File: config.mk
export PLATFORM = sky130hd
export DESIGN_NAME = cc_fill_arbiter_flat
export DESIGN_NICKNAME = d
export VERILOG_FILES = /design/src/rtl/cc_fill_arbiter_if.sv /design/src/rtl/cc_fill_arbiter.sv /design/src/flat_wrapper.sv
export SDC_FILE = /design/constraint.sdc
export NUM_CORES = 1
export LEC_CHECK = 0
export ABC_CLOCK_PERIOD_IN_PS = 3350
export CORE_AREA = 2 2 619 621
export CTS_CLUSTER_DIAMETER = 200
export DETAILED_ROUTE_END_ITERATION = 8
export DIE_AREA = 0 0 621 623
export DONT_BUFFER_PORTS = 1
export HOLD_SLACK_MARGIN = 0.05
export PLACE_DENSITY = 0.3
export SLEW_MARGIN = 20
export SYNTH_ARGS = -nofsm -noshare
export SYNTH_HDL_FRONTEND = slang
export SYNTH_SLANG_ARGS = --single-unit
File: constraint.sdc
create_clock -name clk -period 3.35 [get_ports clk]
set_input_delay 0.67 -clock clk [delete_from_list [all_inputs] [get_ports clk]]
set_output_delay 0.67 -clock clk [all_outputs]
set_load 0.02 [all_outputs]
File: src/rtl/cc_fill_arbiter_if.sv
// cc_fill_arbiter_if: request, response-FIFO and serializer-monitor signals of the fill arbiter
interface cc_fill_arbiter_if;
  logic         hit_valid_i;
  logic [5:0]   hit_offset_i;
  logic [511:0] hit_data_i;
  logic         hit_ready_o;
  logic         mem_valid_i;
  logic [5:0]   mem_offset_i;
  logic [511:0] mem_data_i;
  logic         mem_ready_o;
  logic         fifo_full_i;
  logic         fifo_afull_i;
  logic         fifo_wren_o;
  logic [517:0] fifo_wdata_o;
  logic         rvalid_i;
  logic         rready_i;
  logic         rlast_i;
  logic [2:0]   outstanding_o;
  logic         err_o;
  modport master (
    output hit_valid_i, hit_offset_i, hit_data_i, mem_valid_i, mem_offset_i, mem_data_i,
    output fifo_full_i, fifo_afull_i, rvalid_i, rready_i, rlast_i,
    input  hit_ready_o, mem_ready_o, fifo_wren_o, fifo_wdata_o, outstanding_o, err_o
  );
  modport slave (
    input  hit_valid_i, hit_offset_i, hit_data_i, mem_valid_i, mem_offset_i, mem_data_i,
    input  fifo_full_i, fifo_afull_i, rvalid_i, rready_i, rlast_i,
    output hit_ready_o, mem_ready_o, fifo_wren_o, fifo_wdata_o, outstanding_o, err_o
  );
endinterface

File: src/rtl/cc_fill_arbiter.sv
// cc_fill_arbiter: round-robin hit/fill line arbiter feeding the response FIFO with credit tracking
module cc_fill_arbiter #(
  parameter int MAX_OUTSTANDING = 4
) (
  input logic clk,
  input logic rst,
  cc_fill_arbiter_if.slave bus
);
  localparam logic [2:0] MAX = 3'(MAX_OUTSTANDING);
  logic         r_wren;
  logic [517:0] r_wdata;
  logic [2:0]   r_out;
  logic         r_err;
  logic         r_last_mem;
  logic         w_allow;
  logic         w_gnt_hit;
  logic         w_gnt_mem;
  logic         w_acc;
  logic         w_dec;
  // accept gating and round-robin grant; a tie goes to whichever source was not granted last
  always_comb begin
    w_allow   = !rst && !bus.fifo_full_i && !bus.fifo_afull_i && !r_wren && (r_out < MAX);
    w_gnt_hit = w_allow && bus.hit_valid_i && (!bus.mem_valid_i || r_last_mem);
    w_gnt_mem = w_allow && bus.mem_valid_i && (!bus.hit_valid_i || !r_last_mem);
    w_acc     = w_gnt_hit || w_gnt_mem;
    w_dec     = bus.rvalid_i && bus.rready_i && bus.rlast_i;
  end
  assign bus.hit_ready_o   = w_gnt_hit;
  assign bus.mem_ready_o   = w_gnt_mem;
  assign bus.fifo_wren_o   = r_wren;
  assign bus.fifo_wdata_o  = r_wdata;
  assign bus.outstanding_o = r_out;
  assign bus.err_o         = r_err;
  // FIFO write pulse, winner capture, in-flight credit count and sticky protocol error
  always_ff @(posedge clk) begin
    if (rst) begin
      r_wren     <= 1'b0;
      r_wdata    <= '0;
      r_out      <= 3'd0;
      r_err      <= 1'b0;
      r_last_mem <= 1'b0;
    end else begin
      r_wren <= w_acc;
      if (w_acc) begin
        r_wdata    <= w_gnt_hit ? {bus.hit_offset_i, bus.hit_data_i} : {bus.mem_offset_i, bus.mem_data_i};
        r_last_mem <= w_gnt_mem;
      end
      if (w_acc && !w_dec) r_out <= r_out + 3'd1;
      else if (w_dec && !w_acc && r_out != 3'd0) r_out <= r_out - 3'd1;
      if ((w_dec && !w_acc && r_out == 3'd0) || (r_wren && bus.fifo_full_i)) r_err <= 1'b1;
    end
  end
endmodule

File: src/flat_wrapper.sv
// flat-port wrapper written by rule: the top's interface ports become plain ports
module cc_fill_arbiter_flat 
#(
  parameter int MAX_OUTSTANDING = 4
)
  (clk, rst, bus_hit_valid_i, bus_hit_offset_i, bus_hit_data_i, bus_mem_valid_i, bus_mem_offset_i, bus_mem_data_i, bus_fifo_full_i, bus_fifo_afull_i, bus_rvalid_i, bus_rready_i, bus_rlast_i, bus_hit_ready_o, bus_mem_ready_o, bus_fifo_wren_o, bus_fifo_wdata_o, bus_outstanding_o, bus_err_o);
  cc_fill_arbiter_if bus_i ();
  input logic clk;
  input logic rst;
  input wire logic [$bits(bus_i.hit_valid_i)-1:0] bus_hit_valid_i;
  input wire logic [$bits(bus_i.hit_offset_i)-1:0] bus_hit_offset_i;
  input wire logic [$bits(bus_i.hit_data_i)-1:0] bus_hit_data_i;
  input wire logic [$bits(bus_i.mem_valid_i)-1:0] bus_mem_valid_i;
  input wire logic [$bits(bus_i.mem_offset_i)-1:0] bus_mem_offset_i;
  input wire logic [$bits(bus_i.mem_data_i)-1:0] bus_mem_data_i;
  input wire logic [$bits(bus_i.fifo_full_i)-1:0] bus_fifo_full_i;
  input wire logic [$bits(bus_i.fifo_afull_i)-1:0] bus_fifo_afull_i;
  input wire logic [$bits(bus_i.rvalid_i)-1:0] bus_rvalid_i;
  input wire logic [$bits(bus_i.rready_i)-1:0] bus_rready_i;
  input wire logic [$bits(bus_i.rlast_i)-1:0] bus_rlast_i;
  output wire logic [$bits(bus_i.hit_ready_o)-1:0] bus_hit_ready_o;
  output wire logic [$bits(bus_i.mem_ready_o)-1:0] bus_mem_ready_o;
  output wire logic [$bits(bus_i.fifo_wren_o)-1:0] bus_fifo_wren_o;
  output wire logic [$bits(bus_i.fifo_wdata_o)-1:0] bus_fifo_wdata_o;
  output wire logic [$bits(bus_i.outstanding_o)-1:0] bus_outstanding_o;
  output wire logic [$bits(bus_i.err_o)-1:0] bus_err_o;
  assign bus_i.hit_valid_i = bus_hit_valid_i;
  assign bus_i.hit_offset_i = bus_hit_offset_i;
  assign bus_i.hit_data_i = bus_hit_data_i;
  assign bus_i.mem_valid_i = bus_mem_valid_i;
  assign bus_i.mem_offset_i = bus_mem_offset_i;
  assign bus_i.mem_data_i = bus_mem_data_i;
  assign bus_i.fifo_full_i = bus_fifo_full_i;
  assign bus_i.fifo_afull_i = bus_fifo_afull_i;
  assign bus_i.rvalid_i = bus_rvalid_i;
  assign bus_i.rready_i = bus_rready_i;
  assign bus_i.rlast_i = bus_rlast_i;
  assign bus_hit_ready_o = bus_i.hit_ready_o;
  assign bus_mem_ready_o = bus_i.mem_ready_o;
  assign bus_fifo_wren_o = bus_i.fifo_wren_o;
  assign bus_fifo_wdata_o = bus_i.fifo_wdata_o;
  assign bus_outstanding_o = bus_i.outstanding_o;
  assign bus_err_o = bus_i.err_o;
  cc_fill_arbiter #(.MAX_OUTSTANDING(MAX_OUTSTANDING)) u_core (.clk(clk), .rst(rst), .bus(bus_i));
endmodule
==> flow_summary.yaml <==
route:
  dr_total_vias: 27400
  wirelength_um: 266000
  drtIter0Drc: 2166
  ant_nets: 0
  first_pass_iters: 7
  viasPerCell: 3.12
  detail_route.wl_per_cell_um: 30.3
  drt_drc_violations_left: 0
timing:
  fmax_ghz: 0.271
  layout_setup_ws_ns: -0.339
  hold_viol_final: 0
  period_needed_ns: 3.69
  worstMarginPinSlew_ns: 1.05
  max-slew-margin-rel_pct: 29.9
  hold_ws_ns: 0.125
  skew_ns: 0.0818
  post-route-period-util_pct: 110
  setup_viol: 129
  finalMaxSlewViolations: 0
grt:
  grt.total_usage_pct: 13.1
  grt_pass1_vias: 26200
  grt_pass1_wl_um: 325000
  grt_max_degree: 516
  overflow: 0
  antenna_found_initial: 274
clock_tree:
  cts.htree.levels: 3
  clock_latency_ns: 0.82
  path_clk_slew_ns: 0.06
  cts.sinks: 524
  postCtsSetupBuffers: 0
  tritoncts: "yes"
  cts_root_buffer: "clkbuf_16"
  clk_path_buf_depth: 4
  cts_buffers: 81
place:
  dp_cells: 7776
  gp_congestion: 0.964
  dp_slack_ns: -0.451
  io_buffer_count: 0
  place_hpwl_um: 229000
setup_path:
  slowest_delay_ns: 0.61
  crit_slowest_cell: "dlygate4sd3_1"
  r2r_cells: 9
  cp_common_cell: "buf_16"
  cp_max_fo: 211
  arrival_ns: 4.38
  path_class: "in -> reg"
  critPathLaunchType: "input pin"
  crit_path_end_kind: "flop"
  path_cells: "buf_16 > nor2_4 > buf_4 > o211ai_4 > inv_8 > buf_4 > buf_16 > buf_16 > nor2_1 > a311oi_1 > dlygate4sd3_1"
  cp.required_ns: 4.04
layout:
  stdcell_count: 8788
  syn_to_final_growth_pct: 75.5
  nNetsFinal: 4678
  drive_above_1_share_pct: 6.57
logic_synthesis:
  synth_compound_area_share_pct: 20.3
  synth_flop_cell: "dfxtp_1"
  ys_top_cells_by_area: "dfxtp_1 47%, a311oi_1 20%, nand2_1 17%"
  synth-seq-cells: 524
  synthXorXnorAreaFrac_pct: 0
  yosys.area_share.adder_pct: 0.0889
  synth_common_cells: "1040 x nand2_1, 524 x dfxtp_1, 522 x nor2_1"
  netlist.area_leader.share_pct: 46.6
  synthCells: 2917
  syn_area_per_cell_um2: 7.72
  yosysWarningCount: 0
  synth_edf_count: 0
  synth-simple-area-share_pct: 26.5
  ys_seq_area_share_pct: 46.6
  synth_top_family_by_area: "simple AND/OR/NAND/NOR gates"
  synth_top_area_cell: "dfxtp_1"
  async_flop_share_pct: 0
  syn_nets: 3963
  syn_area_um2: 22500
  synth_most_common_cell: "nand2_1"
  synth.distinct_cells: 25
  synthMuxAreaShare_pct: 0.233
pwr:
  p_per_area_nw_per_um2: 459
  p_leak_nw: 13.4
  p_sw_mw: 5.62
  comb_power_share_pct: 11.9
  internal_power_mw: 12.5
  total_power_mw: 18.1
  power.share.switching_pct: 31.0
  clock_power_share_pct: 47.5
  vdd_drop_max_mv: 0.321
  share_seq_of_total_power_pct: 40.6
hold_path:
  min_path_cells: 2
  min_path_type: "in -> reg"
die:
  start_util_pct: 5.92
  dieHeight_um: 623
  rows: 227
  die_x_um: 621
  dieArea_um2: 387000
  ios: 1570
  core_area_um2: 381000
flow_run:
  drv_cap: 0
status:
  status: "complete, but fails checks"
  violations: "negative setup slack"
## power groups by stage
stage | sequential, mW | combinational, mW | clock, mW
final | 7.36 | 2.16 | 8.63
after global routing | 7.38 | 2.34 | 9.20
after CTS | 7.38 | 2.08 | 9.05
after detailed placement | 7.52 | 1.25 | 0
after global placement | 7.52 | 1.23 | 0
after floorplan | 7.19 | 0.847 | 0
## final timing paths
kind,start,endpoint,slack [ns]
setup / recovery,rst,u_core.bus.fifo_wdata_o[157],-0.34
hold / removal,bus_mem_data_i[191],u_core.bus.fifo_wdata_o[191],0.12
setup reg to reg,u_core.bus.fifo_wren_o,u_core.bus.fifo_wdata_o[157],0.12
hold reg to reg,u_core.r_last_mem,u_core.r_last_mem,0.52
## cells in the final DEF, fill, tap and decap left out, types with 4 or more instances in the layout
master,netlist,final
clkbuf_16,0,84
a311oi_1,518,518
dlygate4sd3_1,0,807
nand2_1,1040,1040
clkbuf_8,0,11
diode_2,0,65
clkinvlp_4,0,4
nor2_1,522,522
clkbuf_1,109,17
dfxtp_1,524,523
clkinv_2,0,12
buf_4,35,79
buf_16,0,7
buf_12,0,24
## what timing repair did
action                     4_1_cts  5_1_grt
setup endpoints to repair        1       89
resized for setup                1        8
hold endpoints to repair       504       15
cloned                           0        2
pin swaps                        0        5
hold buffers                   802        5
## cell type report
type,instances,area [um^2]
Antenna cell,65,163
Clock buffer,110,2270
Clock inverter,26,260
Fill cell,44200,341000
Inverter,2,22.5
Multi-Input combinational cell,2103,10600
Sequential cell,524,10500
Tap cell,5038,6300
Timing Repair Buffer,920,9410
## flip-flops by register name, summed over array words and instances (netlist names)
name                      flops
u_core.bus.err_o              1
u_core.bus.fifo_wdata_o     518
u_core.r_last_mem             1
u_core.bus.fifo_wren_o        1
u_core.bus.outstanding_o      3
## worst max-delay path, delay by kind of cell
kind	cells	cell delay [ns]
AOI/OAI and AO/OA	2	0.42
buffers and inverters	7	1.97
and+or+nand+nor	2	0.33
## metrics by stage
step | TNS (ns) | instance area [um^2] | utilization [%]
5_1_grt | -0.00396 | 39400 | 10.4
4_1_cts | 0 | 39200 | 10.3
3_3_place_gp | -6.86 | 28600 | 7.52
2_1_floorplan | 0 | 22500 | -
6_report | -19.79 | 39500 | 10.4
3_5_place_dp | -18.01 | 28600 | 7.52
## cell families (layout without fill, tap and decap cells)
family          count (synthesis)  count (layout)
flops                         524             524
compound gates                522             522
other cells                     0              65
fa+ha+maj                       1               1
simple gates                 1575            1575
buf+inv                       290            1058
mux                             5               5
## routing by layer
layer	up-vias	GRT usage, %	share of wire [%]
met5	-	0	0.48
met4	190	2.49	2.7
met3	636	6.90	12
met2	1661	22.6	48
met1	13200	14.3	37
li1	11700	-	-
Note: power is estimated with default switching activity, not from simulation.
